## src/rtl/full_case_decoder.sv

```systemverilog
// Registered decoder for the 4-bit select code {a,b}, with a valid/ready capture and a held result.
// Define FULL_CASE_DEC_ERR_CNT_EN to build the saturating illegal-code counter; otherwise err_cnt is tied to 0.
module full_case_decoder #(
  parameter int ERR_W = 8
) (
  input  logic             clk,
  input  logic             rst,
  input  logic [1:0]       a,
  input  logic [1:0]       b,
  input  logic             in_valid,
  output logic             in_ready,
  output logic             out_valid,
  input  logic             out_ready,
  output logic             dec_out,
  output logic             pri_out,
  output logic [15:0]      dec_onehot,
  output logic             dec_err,
  output logic [ERR_W-1:0] err_cnt
);

  typedef enum logic [1:0] {
    IDLE   = 2'd0,
    DECODE = 2'd1,
    HOLD   = 2'd2
  } state_t;

  state_t      state_q, state_d;
  logic [3:0]  code_q, code_d;
  logic        in_ready_q, in_ready_d;
  logic        out_valid_q, out_valid_d;
  logic        dec_out_q, dec_out_d;
  logic        pri_out_q, pri_out_d;
  logic [15:0] dec_onehot_q, dec_onehot_d;
  logic        dec_err_q, dec_err_d;
  logic        code_illegal;

  // Only codes with a == 2'b00 belong to the legal table.
  assign code_illegal = |code_q[3:2];

  always_comb begin
    state_d      = state_q;
    code_d       = code_q;
    in_ready_d   = in_ready_q;
    out_valid_d  = out_valid_q;
    dec_out_d    = dec_out_q;
    pri_out_d    = pri_out_q;
    dec_onehot_d = dec_onehot_q;
    dec_err_d    = dec_err_q;

    case (state_q)
      IDLE: begin
        if (in_valid) begin
          code_d     = {a, b};
          state_d    = DECODE;
          in_ready_d = 1'b0;
        end
      end

      DECODE: begin
        state_d     = HOLD;
        out_valid_d = 1'b1;

        case (code_q)
          4'b0000: begin dec_out_d = 1'b0; dec_err_d = 1'b0; end
          4'b0001: begin dec_out_d = 1'b1; dec_err_d = 1'b0; end
          4'b0010: begin dec_out_d = 1'b0; dec_err_d = 1'b0; end
          4'b0011: begin dec_out_d = 1'b1; dec_err_d = 1'b0; end
          default: begin dec_out_d = 1'b0; dec_err_d = 1'b1; end
        endcase

        // a[0]&b[0] wins, then a[1]|b[1] clears; otherwise pri_out_q is simply reloaded.
        if (code_q[2] & code_q[0]) begin
          pri_out_d = 1'b1;
        end else if (code_q[3] | code_q[1]) begin
          pri_out_d = 1'b0;
        end

        dec_onehot_d = 16'd1 << code_q;
      end

      HOLD: begin
        if (out_ready) begin
          state_d     = IDLE;
          out_valid_d = 1'b0;
          in_ready_d  = 1'b1;
        end
      end

      default: begin
        state_d     = IDLE;
        out_valid_d = 1'b0;
        in_ready_d  = 1'b1;
      end
    endcase
  end

  always_ff @(posedge clk or posedge rst) begin
    if (rst) begin
      state_q      <= IDLE;
      code_q       <= 4'd0;
      in_ready_q   <= 1'b1;
      out_valid_q  <= 1'b0;
      dec_out_q    <= 1'b0;
      pri_out_q    <= 1'b0;
      dec_onehot_q <= 16'd0;
      dec_err_q    <= 1'b0;
    end else begin
      state_q      <= state_d;
      code_q       <= code_d;
      in_ready_q   <= in_ready_d;
      out_valid_q  <= out_valid_d;
      dec_out_q    <= dec_out_d;
      pri_out_q    <= pri_out_d;
      dec_onehot_q <= dec_onehot_d;
      dec_err_q    <= dec_err_d;
    end
  end

`ifdef FULL_CASE_DEC_ERR_CNT_EN
  logic [ERR_W-1:0] err_cnt_q, err_cnt_d;

  // Saturate rather than wrap so a flood of bad codes never reads as a small count.
  always_comb begin
    err_cnt_d = err_cnt_q;
    if ((state_q == DECODE) && code_illegal && (err_cnt_q != {ERR_W{1'b1}})) begin
      err_cnt_d = err_cnt_q + 1'b1;
    end
  end

  always_ff @(posedge clk or posedge rst) begin
    if (rst) begin
      err_cnt_q <= '0;
    end else begin
      err_cnt_q <= err_cnt_d;
    end
  end

  assign err_cnt = err_cnt_q;
`else
  logic unused_illegal;
  assign unused_illegal = code_illegal;
  assign err_cnt        = {ERR_W{1'b0}};
`endif

  assign in_ready   = in_ready_q;
  assign out_valid  = out_valid_q;
  assign dec_out    = dec_out_q;
  assign pri_out    = pri_out_q;
  assign dec_onehot = dec_onehot_q;
  assign dec_err    = dec_err_q;

endmodule

```

## config.mk

```make
export PLATFORM = sky130hd
export DESIGN_NAME = full_case_decoder
export DESIGN_NICKNAME = d
export VERILOG_FILES = /design/src/rtl/full_case_decoder.sv
export SDC_FILE = /design/constraint.sdc
export NUM_CORES = 1
export LEC_CHECK = 0
export BUFFER_PORTS_ARGS = -buffer_cell sky130_fd_sc_hd__buf_4
export CAP_MARGIN = 5
export CORE_MARGIN = 2
export CORE_UTILIZATION = 49
export CTS_CLUSTER_DIAMETER = 60
export DETAILED_ROUTE_END_ITERATION = 12
export GPL_TIMING_DRIVEN = 0
export HOLD_SLACK_MARGIN = 0.03
export PLACE_DENSITY = 0.77
export SLEW_MARGIN = 40
export SYNTH_ARGS = -nofsm -noshare
export SYNTH_HDL_FRONTEND = slang
export SYNTH_SLANG_ARGS = --single-unit
```

## constraint.sdc

```tcl
create_clock -name clk -period 1.5 [get_ports clk]
set_input_delay 0.15 -clock clk [delete_from_list [all_inputs] [get_ports clk]]
set_output_delay 0.15 -clock clk [all_outputs]
set_load 0.005 [all_outputs]
```

---- After elaboration in Yosys (flattened, before gate mapping) ----
Index checks and enable logic that the tools add are counted.
storage, ports and cells
  flip-flop bits (word level) ............. 27
  bits in latches ......................... 0
  bits in writable memories ............... 0
  bits in read-only memories .............. 0
  output and inout port bits .............. 29
  memories kept ........................... 0
operators by class
  $add $sub $neg .......................... 0
  multipliers ............................. 0
  div/mod/pow operators ................... 0
  order comparisons ....................... 0
  eq/ne operators ......................... 7
  shift-type cells ........................ 1
  mux-type cells .......................... 12
  bitwise operators ....................... 4
  reduce and logical (&&, ||, !) cells .... 10
operators by type and width
  cell                                               count
  left shift 1 x 4 -> 16 bit (first input constant)  1
  == test 4 x 2 -> 1 bit (second input constant)     2
  AND reduction 2 bit                                4
  2-to-1 mux 1 bit                                   7
  one-hot mux 1 bit (3 select lines)                 2
  one-hot mux 2 bit (3 select lines)                 1
  == test 4 x 1 -> 1 bit (second input constant)     1
  zero test 4 bit                                    1
  2-to-1 mux 2 bit                                   2
  inequality test 2 bit (second input constant)      2
  OR reduction 4 bit                                 1
  AND reduction 3 bit                                1
  == test 2 x 1 -> 1 bit (second input constant)     1
  == test 2 bit (second input constant)              1
  zero test 2 bit                                    1
  inverter 1 bit                                     2
  nonzero test 2 bit                                 1
  OR reduction 2 bit                                 1
  bitwise AND 1 bit                                  1
  OR 1 bit                                           1

---- Longest topological paths before layout ----
Gate-level depths: netlist (run 1).
  depth in word-level cells ............... 3
  gate-level depth with buffers ........... 5
  mapped depth without buffers ............ 3

---- Worst setup path before layout (run 1) ----
OpenSTA, ideal clock, no wires.
  kind .................................... register to register
  start point ............................. register state_q[0]
  end point ............................... register code_q[0]
  arrival time ............................ 1043 ps
  path slack .............................. 333 ps
  cell stages (with the launch flop) ...... 4
  path buffers ............................ 0
  clock period less this slack ............ 1167 ps
  cells stage by stage .................... dfrtp_1 -> nand2b_4 -> nor2_4 -> mux2_2
on the way
  word-level cells in the longest chain between the ends .. 2
RTL lines
  element                               line  source
  from (decl)                           27    state_t state_q, state_d;
  from (signal assigned)                108   state_q <= state_d;
  zero test 2 bit                       50    case (state_q)
  AND reduction 2 bit (no source line)  --
  to (signal assigned)                  109   code_q <= code_d;
  to (decl)                             28    logic [3:0] code_q, code_d;
No other way between the ends.
A chain may end at the register's enable or synchronous reset.

---- Worst setup path in the final report (run 1) ----
  start point ............................. register state_q[0]
  end point ............................... register code_q[1]
The elaborated chain is that of the path after synthesis.

==> results of run 1 <==
per-stage QoR:
step | utilization [%] | total power [uW] | cells | setup slack [ps]
2_1_floorplan | - | 2020 | 110 | 333
3_3_place_gp | 64.5 | 2550 | 166 | 281
3_5_place_dp | 64.5 | 2600 | 166 | 262
4_1_cts | 66.1 | 2900 | 171 | 247
5_1_grt | 66.1 | 3100 | 171 | 152
6_report | 66.1 | 2870 | 171 | 248
power groups by stage:
stage	Clock (uW)	Combinational [uW]	Sequential, uW
after global placement	0	1280	1280
final	304	1290	1280
after CTS	317	1310	1280
after floorplan	0	741	1280
after global routing	334	1450	1320
after detailed placement	0	1300	1290
worst max path at each step:
stage | from | endpoint | slack [ps] | cells past startpoint
3_5_place_dp | state_q[0] | code_q[1] | 260 | 3
6_report | state_q[0] | code_q[1] | 250 | 3
2_1_floorplan | state_q[0] | code_q[0] | 330 | 3
4_1_cts | state_q[0] | code_q[1] | 250 | 3
5_1_grt | code_q[3] | dec_onehot[7] | 150 | 4
3_3_place_gp | state_q[0] | code_q[1] | 280 | 3
cells by family (layout without fill, tap and decap cells):
| logic type | count (synthesis) | count (layout) | share of synthesized area, % |
|---|---|---|---|
| AOI/OAI and AO/OA | 23 | 23 | 15.1 |
| buffers and inverters | 15 | 48 | 8.99 |
| and+or+nand+nor | 33 | 33 | 14.5 |
| muxes | 4 | 4 | 3.81 |
| other | 1 | 8 | 0.317 |
| DFF | 27 | 27 | 57.2 |
state kept, by name (all words and copies together), names as in the netlist:
signal	cells
dec_onehot	16
dec_err	1
state_q	2
in_ready	1
pri_out	1
dec_out	1
code_q	4
out_valid	1
critical path, cell delays in order, from the launching register on:
cell	delay [ps]
dfrtp_1	480
nand2b_4	190
nor2_4	140
mux2_2	350
placed cells by master, fill, tap and decap left out:
master          n
o41ai_2         1
clkbuf_4        3
nor3_1          1
nor3_2          1
conb_1          8
a22o_1          6
dfstp_2         1
nand2b_1        4
buf_6           2
a21oi_1         1
o21a_1          1
mux2_2          4
dlygate4sd3_1   1
nor2b_1         1
nor2_1          9
inv_2           1
buf_4          36
clkbuf_1        1
nand2_1        14
a32o_1          3
buf_2           4
o21ai_0         6
nor2_4          1
o31ai_1         5
dfrtp_1        26
nand2b_4        2
cell type report:
cell class | instances | share of cell area (%)
Buffer | 14 | 6.88
Clock buffer | 4 | 1.76
Tap cell | 28 | 2.35
Timing Repair Buffer | 29 | 14.8
Inverter | 1 | 0.252
Multi-Input combinational cell | 68 | 28.5
Sequential cell | 27 | 45.4
per-layer routing:
layer  part of all wire [%]  GRT usage (%)  routed length, um  up-vias
li1                       -              -                  -      416
met1                     44           23.0                938      397
met2                     49           27.7               1050       27
met3                    5.7           2.54                120        2
met4                   0.61           5.13                 13        0
met5                      0              0                  0        -
what timing repair did:
action                    4_1_cts  5_1_grt
hold buffers                    1        0
buffers inserted                0        0
hold endpoints to repair       26        0
==> impl_metrics.csv, run 1 <==
group,metric,value,unit
finish,fin_area,1490,um^2
synth,yosysWarnings,0,
power,comb_power_share,44.9,%
synth,postSynthAreaPerCell,11.5,um^2
global_route,grt_max_degree,28,
drt,initialDrtViolationCount,15,
synth,synth_edf_count,0,
placement,dp_hpwl,1570,um
clock_tree,clk_pin_slew_worst_paths,140,ps
synth,yosysMostFrequentCell,"dfrtp_1",
min_path,hp-start,"a[1]",
synth,netlist_area,1180,um^2
clock_tree,postCtsResizedCells,0,
drt,num_vias,842,
power,clock_power_share,10.6,%
power,p_int,1850,uW
global_route,grt_remaining_overflow,0,
sta,worst_hold_slack,49.6,ps
drt,dr.pass1.iters,4,
placement,place_area,1450,um^2
finish,multi_input_comb_area,425,um^2
floorplanning,rows,17,
flow_run,drv_cap,0,
clock_tree,cts_root_buf,"clkbuf_4",
power,powerDensity,1920,nW/um^2
global_route,antenna_found_initial,0,
global_route,grt_pass1_wl,3430,um
clock_tree,cts_sinks,27,
sta,fin_skew,7.89,ps
synth,synth_cell_types,23,
global_route,track_usage,16.9,%
setup_path,criticalPathCategory,"reg -> reg",
power,cellLeakagePower,0.000753,uW
power,swShare,35.3,%
setup_path,regToRegEndpoint,"code_q[1]",
global_route,grt_pass1_vias,742,
sta,worst_slew_pin_slew,549,ps
power,seqPwrFrac,44.5,%
clock_tree,cts_made_buffers,3,
setup_path,cp-start-kind,"flip-flop",
synth,syn-instance-count,103,
sta,fin_crit,1250,ps
synth,ys_seq_area_share,57.2,%
sta,fmax,0.798,GHz
floorplanning,boundaryPins,37,
min_path,hold_depth,2,
power,p_sw,1010,uW
setup_path,worstPathMaxFanout,6,
finish,synthToLayoutAreaGrowth,26.0,%
floorplanning,die_h,53.1,um
sta,slew_viol_final,0,
min_path,holdPathEnd,"code_q[3]",
setup_path,rrSetupSlack,250,ps
placement,portBuffers,28,
drt,drcViolationCount,0,
clock_tree,cts_tree,"done",
finish,diodes,0,
finish,layout-drive-gt1-share,39.2,%
synth,synth_top_area_share,55.0,%
synth,synth-seq-cells,27,
sta,relSlewSlack,63.4,%
sta,setup_violations,0,
setup_path,crit_arrival,1470,ps
floorplanning,core,2250,um^2
drt,wl_per_cell,12.4,um
synth,ys_top_cells_by_count,"dfrtp_1 (26), nand2_1 (14), nor2_1 (9)",
setup_path,end_kind,"flip-flop",
min_path,worstHoldPathType,"in -> reg",
drt,antenna_left,0,
floorplanning,start_util,52.4,%
finish,nets,152,
sta,rsz0062_at_grt,"false",
clock_tree,insertion_delay,320,ps
power,ir_worst_vdd,1.06,mV
drt,viasPerCell,4.92,
outcome,status,"finished, final reports clean",
synth,synth.largest_area_cell,"dfrtp_1",
synth,synthFlopType,"dfrtp_1",
sta,finalHoldViolCount,0,
synth,synth-async-reset-ratio,100,%
finish,fillCellCount,186,
setup_path,reg2reg_from,"state_q[0]",
floorplanning,die_w,53.1,um
setup_path,cp.required,1710,ps
finish,regArea,677,um^2
sta,post-route-period-util,83.5,%
placement,gp_congestion,0.786,
clock_tree,cts_buffer_depth,2,
sta,tns,0,ps
setup_path,rr_worst_depth,3,
synth,synth.area.top_cells,"dfrtp_1 (55%), buf_4 (5.1%), nand2_1 (4.4%)",
clock_tree,cts_max_level,1,
drt,drt-total-wl,2120,um
floorplanning,fp.dieArea,2820,um^2
Power figures use the tool's default switching activity.
==> run 2, diff against run 1 <==
- clock period: 1.5 -> 1.3 ns (I/O delays scaled with it)
==> impl_metrics.csv, run 2 (synthesized netlist as in run 1, its figures left out) <==
group,metric,value,unit
clock_tree,cts_made_buffers,3,
min_path,worstHoldPathType,"in -> reg",
drt,dr.pass1.iters,4,
setup_path,cp.required,1510,ps
placement,post-place-ws,61.9,ps
setup_path,criticalPathCategory,"reg -> reg",
setup_path,end_kind,"flip-flop",
setup_path,worstPathMaxFanout,6,
floorplanning,core,2250,um^2
sta,fin_skew,9.54,ps
global_route,track_usage,17.0,%
setup_path,critPathMaxStageDelay,480,ps
drt,num_vias,851,
clock_tree,cts_buffer_depth,2,
sta,worst_hold_slack,34.2,ps
drt,viasPerCell,4.92,
power,powerDensity,2190,nW/um^2
finish,layout-drive-gt1-share,40.7,%
finish,largest_reg_flops,16,
finish,layout_commonest_cell,"buf_4",
placement,gp_congestion,0.786,
floorplanning,die_w,53.1,um
sta,rsz0062_at_grt,"false",
floorplanning,start_util,52.4,%
clock_tree,post_cts_buffers,0,
drt,drt-total-wl,2120,um
clock_tree,cts_sinks,27,
finish,diodes,0,
sta,relSlewSlack,63.5,%
finish,nets,154,
placement,place_area,1450,um^2
sta,fmax,0.810,GHz
setup_path,cp_slowest_cell,"dfrtp_2",
drt,wl_per_cell,12.3,um
clock_tree,cts_root_buf,"clkbuf_4",
flow_run,drv_cap,0,
placement,portBuffers,28,
global_route,grt_pass1_vias,757,
drt,antenna_left,0,
sta,worst_slew_pin_slew,547,ps
global_route,grt_max_degree,28,
setup_path,path_cells,"nand2b_4 -> nor2_4 -> mux2_2",
sta,setup_violations,0,
drt,drcViolationCount,0,
floorplanning,die_h,53.1,um
outcome,status,"finished, final reports clean",
finish,synthToLayoutAreaGrowth,28.1,%
global_route,antenna_found_initial,0,
setup_path,crit_arrival,1440,ps
finish,fin_area,1520,um^2
clock_tree,insertion_delay,310,ps
sta,post-route-period-util,95.0,%
sta,finalHoldViolCount,0,
setup_path,cp-start-kind,"flip-flop",
power,cellLeakagePower,0.000758,uW
global_route,grt_remaining_overflow,0,
clock_tree,cts_tree,"done",
drt,initialDrtViolationCount,21,
sta,tns,0,ps
clock_tree,clk_pin_slew_worst_paths,140,ps
finish,final_cell_mix,"buf_4 (36), dfrtp_1 (24), nand2_1 (14)",
placement,dp_hpwl,1570,um
finish,final_util,67.2,%
sta,slew_viol_final,0,
clock_tree,cts_max_level,1,
floorplanning,fp.dieArea,2820,um^2
sta,fin_crit,1230,ps
floorplanning,boundaryPins,37,
power,ir_worst_vdd,1.24,mV
global_route,grt_pass1_wl,3470,um
sta,setup_ws,65.2,ps
floorplanning,rows,17,
-- run 2: worst paths after layout --
path | start | endpoint | slack, ps | depth (start not counted)
worst max-delay path | state_q[0] | code_q[1] | 70 | 3
worst min-delay path | b[0] | code_q[0] | 30 | 2
worst max register to register | state_q[0] | code_q[1] | 70 | 3
worst min register to register | dec_out | dec_out | 500 | 2
max in group asynchronous | rst | state_q[0] | 510 | 3
min in group asynchronous | rst | dec_err | 400 | 3
-- run 2: per-stage QoR --
stage,instances,total power (uW)
after floorplan,110,2340
after global placement,166,2950
after detailed placement,166,3000
after CTS,173,3350
after global routing,173,3590
final,173,3330
-- run 2: routing by layer --
layer  vias to the layer above  wire (um)  track usage (%)
li1                        423          -                -
met1                       400        922             23.2
met2                        26       1070             28.1
met3                         2        111             2.54
met4                         0         13             5.13
met5                         -          0                0
-- run 2: final cells by class --
type	count	area, um^2
Multi-Input combinational cell	68	428
Timing Repair Buffer	31	240
Buffer	14	103
Tap cell	28	35.0
Inverter	1	3.75
Clock buffer	4	26.3
Sequential cell	27	679
Fill cell	187	739
-- run 2: worst max-delay path: cells and delay by family (launching register included) --
kind	cells	cell delay, ps
and+or+nand+nor	2	310
DFF	1	480
muxes	1	350
-- run 2: timing repair --
| item | CTS | global route |
|---|---|---|
| endpoints found under the setup margin | 0 | 4 |
| hold buffers | 3 | 0 |
| hold endpoints to repair | 28 | 0 |
| gates resized for setup | 0 | 3 |
-- run 2: report_power, final --
part           switching, uW  internal [uW]  total, uW  leakage (uW)
registers                253           1220       1480      0.000349
clock network            229            120        349     0.0000150
logic                    693            807       1500      0.000394
total                   1170           2150       3330      0.000758
==> run 3, diff against run 2 <==
- GPL_TIMING_DRIVEN: 0 -> unset
==> impl_metrics.csv, run 3 (synthesized netlist as in run 1, its figures left out) <==
group,metric,value,unit
min_path,hp-start,"b[0]",
drt,wl_met3,93,um
finish,multi_input_comb_area,430,um^2
flow_run,drv_cap,0,
setup_path,path_cells,"nand2b_4 -> nor2_4 -> mux2_2",
clock_tree,post_cts_buffers,0,
drt,initialDrtViolationCount,10,
setup_path,cp_slowest_cell,"dfrtp_2",
sta,post-route-period-util,94.4,%
clock_tree,cts_max_level,1,
setup_path,reg2reg_from,"state_q[0]",
clock_tree,cts_root_buf,"clkbuf_4",
placement,portBuffers,28,
min_path,worstHoldPathType,"in -> reg",
setup_path,criticalPathCategory,"reg -> reg",
power,cellLeakagePower,0.000712,uW
drt,antenna_left,0,
clock_tree,cts_tree,"done",
clock_tree,insertion_delay,310,ps
sta,tns,0,ps
finish,fin_area,1440,um^2
drt,highest_layer,"met4",
setup_path,critPathMaxStageDelay,470,ps
power,powerDensity,2290,nW/um^2
sta,slew_viol_final,0,
drt,drcViolationCount,0,
drt,met2_length,1120,um
placement,place_area,1390,um^2
drt,m1WireLength,915,um
sta,finalHoldViolCount,0,
finish,layout-drive-gt1-share,35.6,%
sta,fin_skew,1.84,ps
sta,worst_hold_slack,41.2,ps
power,ir_worst_vdd,1.57,mV
setup_path,rr_worst_depth,3,
sta,rsz0062_at_grt,"false",
global_route,grt_pass1_wl,3330,um
drt,dr.pass1.iters,4,
setup_path,crit_arrival,1440,ps
floorplanning,rows,17,
drt,num_vias,830,
clock_tree,cts_made_buffers,3,
drt,drt-total-wl,2140,um
finish,final_cell_mix,"buf_4 (33), dfrtp_1 (25), nand2_1 (14)",
clock_tree,clk_pin_slew_worst_paths,130,ps
sta,fmax,0.815,GHz
floorplanning,die_h,53.1,um
floorplanning,boundaryPins,37,
setup_path,cp-start-kind,"flip-flop",
finish,largest_reg_flops,16,
setup_path,worstPathMaxFanout,6,
setup_path,crit_path_start,"state_q[0]",
setup_path,end_kind,"flip-flop",
finish,fillCellCount,209,
global_route,antenna_found_initial,0,
clock_tree,cts_buffer_depth,2,
finish,nets,144,
floorplanning,start_util,52.4,%
global_route,grt_max_degree,28,
finish,regArea,678,um^2
drt,viasPerCell,5.09,
finish,diodes,0,
placement,gp_congestion,0.713,
setup_path,cp_top_family,"flip-flops",
global_route,grt_pass1_vias,793,
setup_path,cp.required,1510,ps
sta,fin_crit,1230,ps
global_route,track_usage,16.5,%
clock_tree,cts_sinks,27,
setup_path,path_depth,3,
sta,setup_violations,0,
floorplanning,core,2250,um^2
outcome,status,"finished, final reports clean",
finish,synthToLayoutAreaGrowth,21.9,%
floorplanning,fp.dieArea,2820,um^2
global_route,grt_remaining_overflow,0,
setup_path,path_buf_inv,0,
min_path,hold_depth,2,
floorplanning,die_w,53.1,um
placement,dp_hpwl,1600,um
drt,wl_per_cell,13.2,um
finish,layout_commonest_cell,"buf_4",
run 3: worst paths after layout:
kind	slack, ps	endpoint
worst max register to register	70	code_q[3]
worst max-delay path	70	code_q[3]
worst min-delay path	40	code_q[0]
min in group asynchronous	420	dec_onehot[10]
max in group asynchronous	590	in_ready
worst min register to register	490	dec_out
run 3: power by group:
part / total, uW / internal, uW / switching (uW) / leakage (uW)
sequential: 1530 / 1220 / 309 / 0.000351
clock: 346 / 120 / 226 / 0.0000150
combinational: 1420 / 784 / 636 / 0.000346
run 3: per-stage QoR:
step | utilization [%] | worst slack, ps | power [uW] | instances
finish | 63.9 | 72.7 | 3300 | 163
global route | 63.9 | 11.0 | 3560 | 163
global placement | 61.6 | 96.1 | 2910 | 157
CTS | 63.7 | 36.3 | 3330 | 163
floorplan | - | 133 | 2340 | 110
detailed placement | 61.6 | 57.3 | 2970 | 157
run 3: final cells by class:
| class | instances | area share [%] |
|---|---|---|
| clock buffer | 4 | 1.82 |
| multi-input combinational | 68 | 29.9 |
| sequential | 27 | 47.0 |
| tap | 28 | 2.43 |
| timing repair buffer | 35 | 18.6 |
| inverter | 1 | 0.260 |
run 3: layer usage:
metal / vias to the layer above / global-route usage (%)
met1: 406 / 20.2
li1: 402 / -
met5: - / 0
met4: 0 / 7.26
met3: 2 / 2.82
met2: 20 / 28.3
run 3: repair_timing:
action,CTS,global route
endpoints found under the setup margin,0,4
hold buffers,2,0
endpoints found under the hold margin,27,0
resized for setup,0,2
run 3: worst register-to-register path, cell delays in order, from the launching register on:
cell and delay [ps]:
dfrtp_2 470, nand2b_4 170, nor2_4 130, mux2_2 360
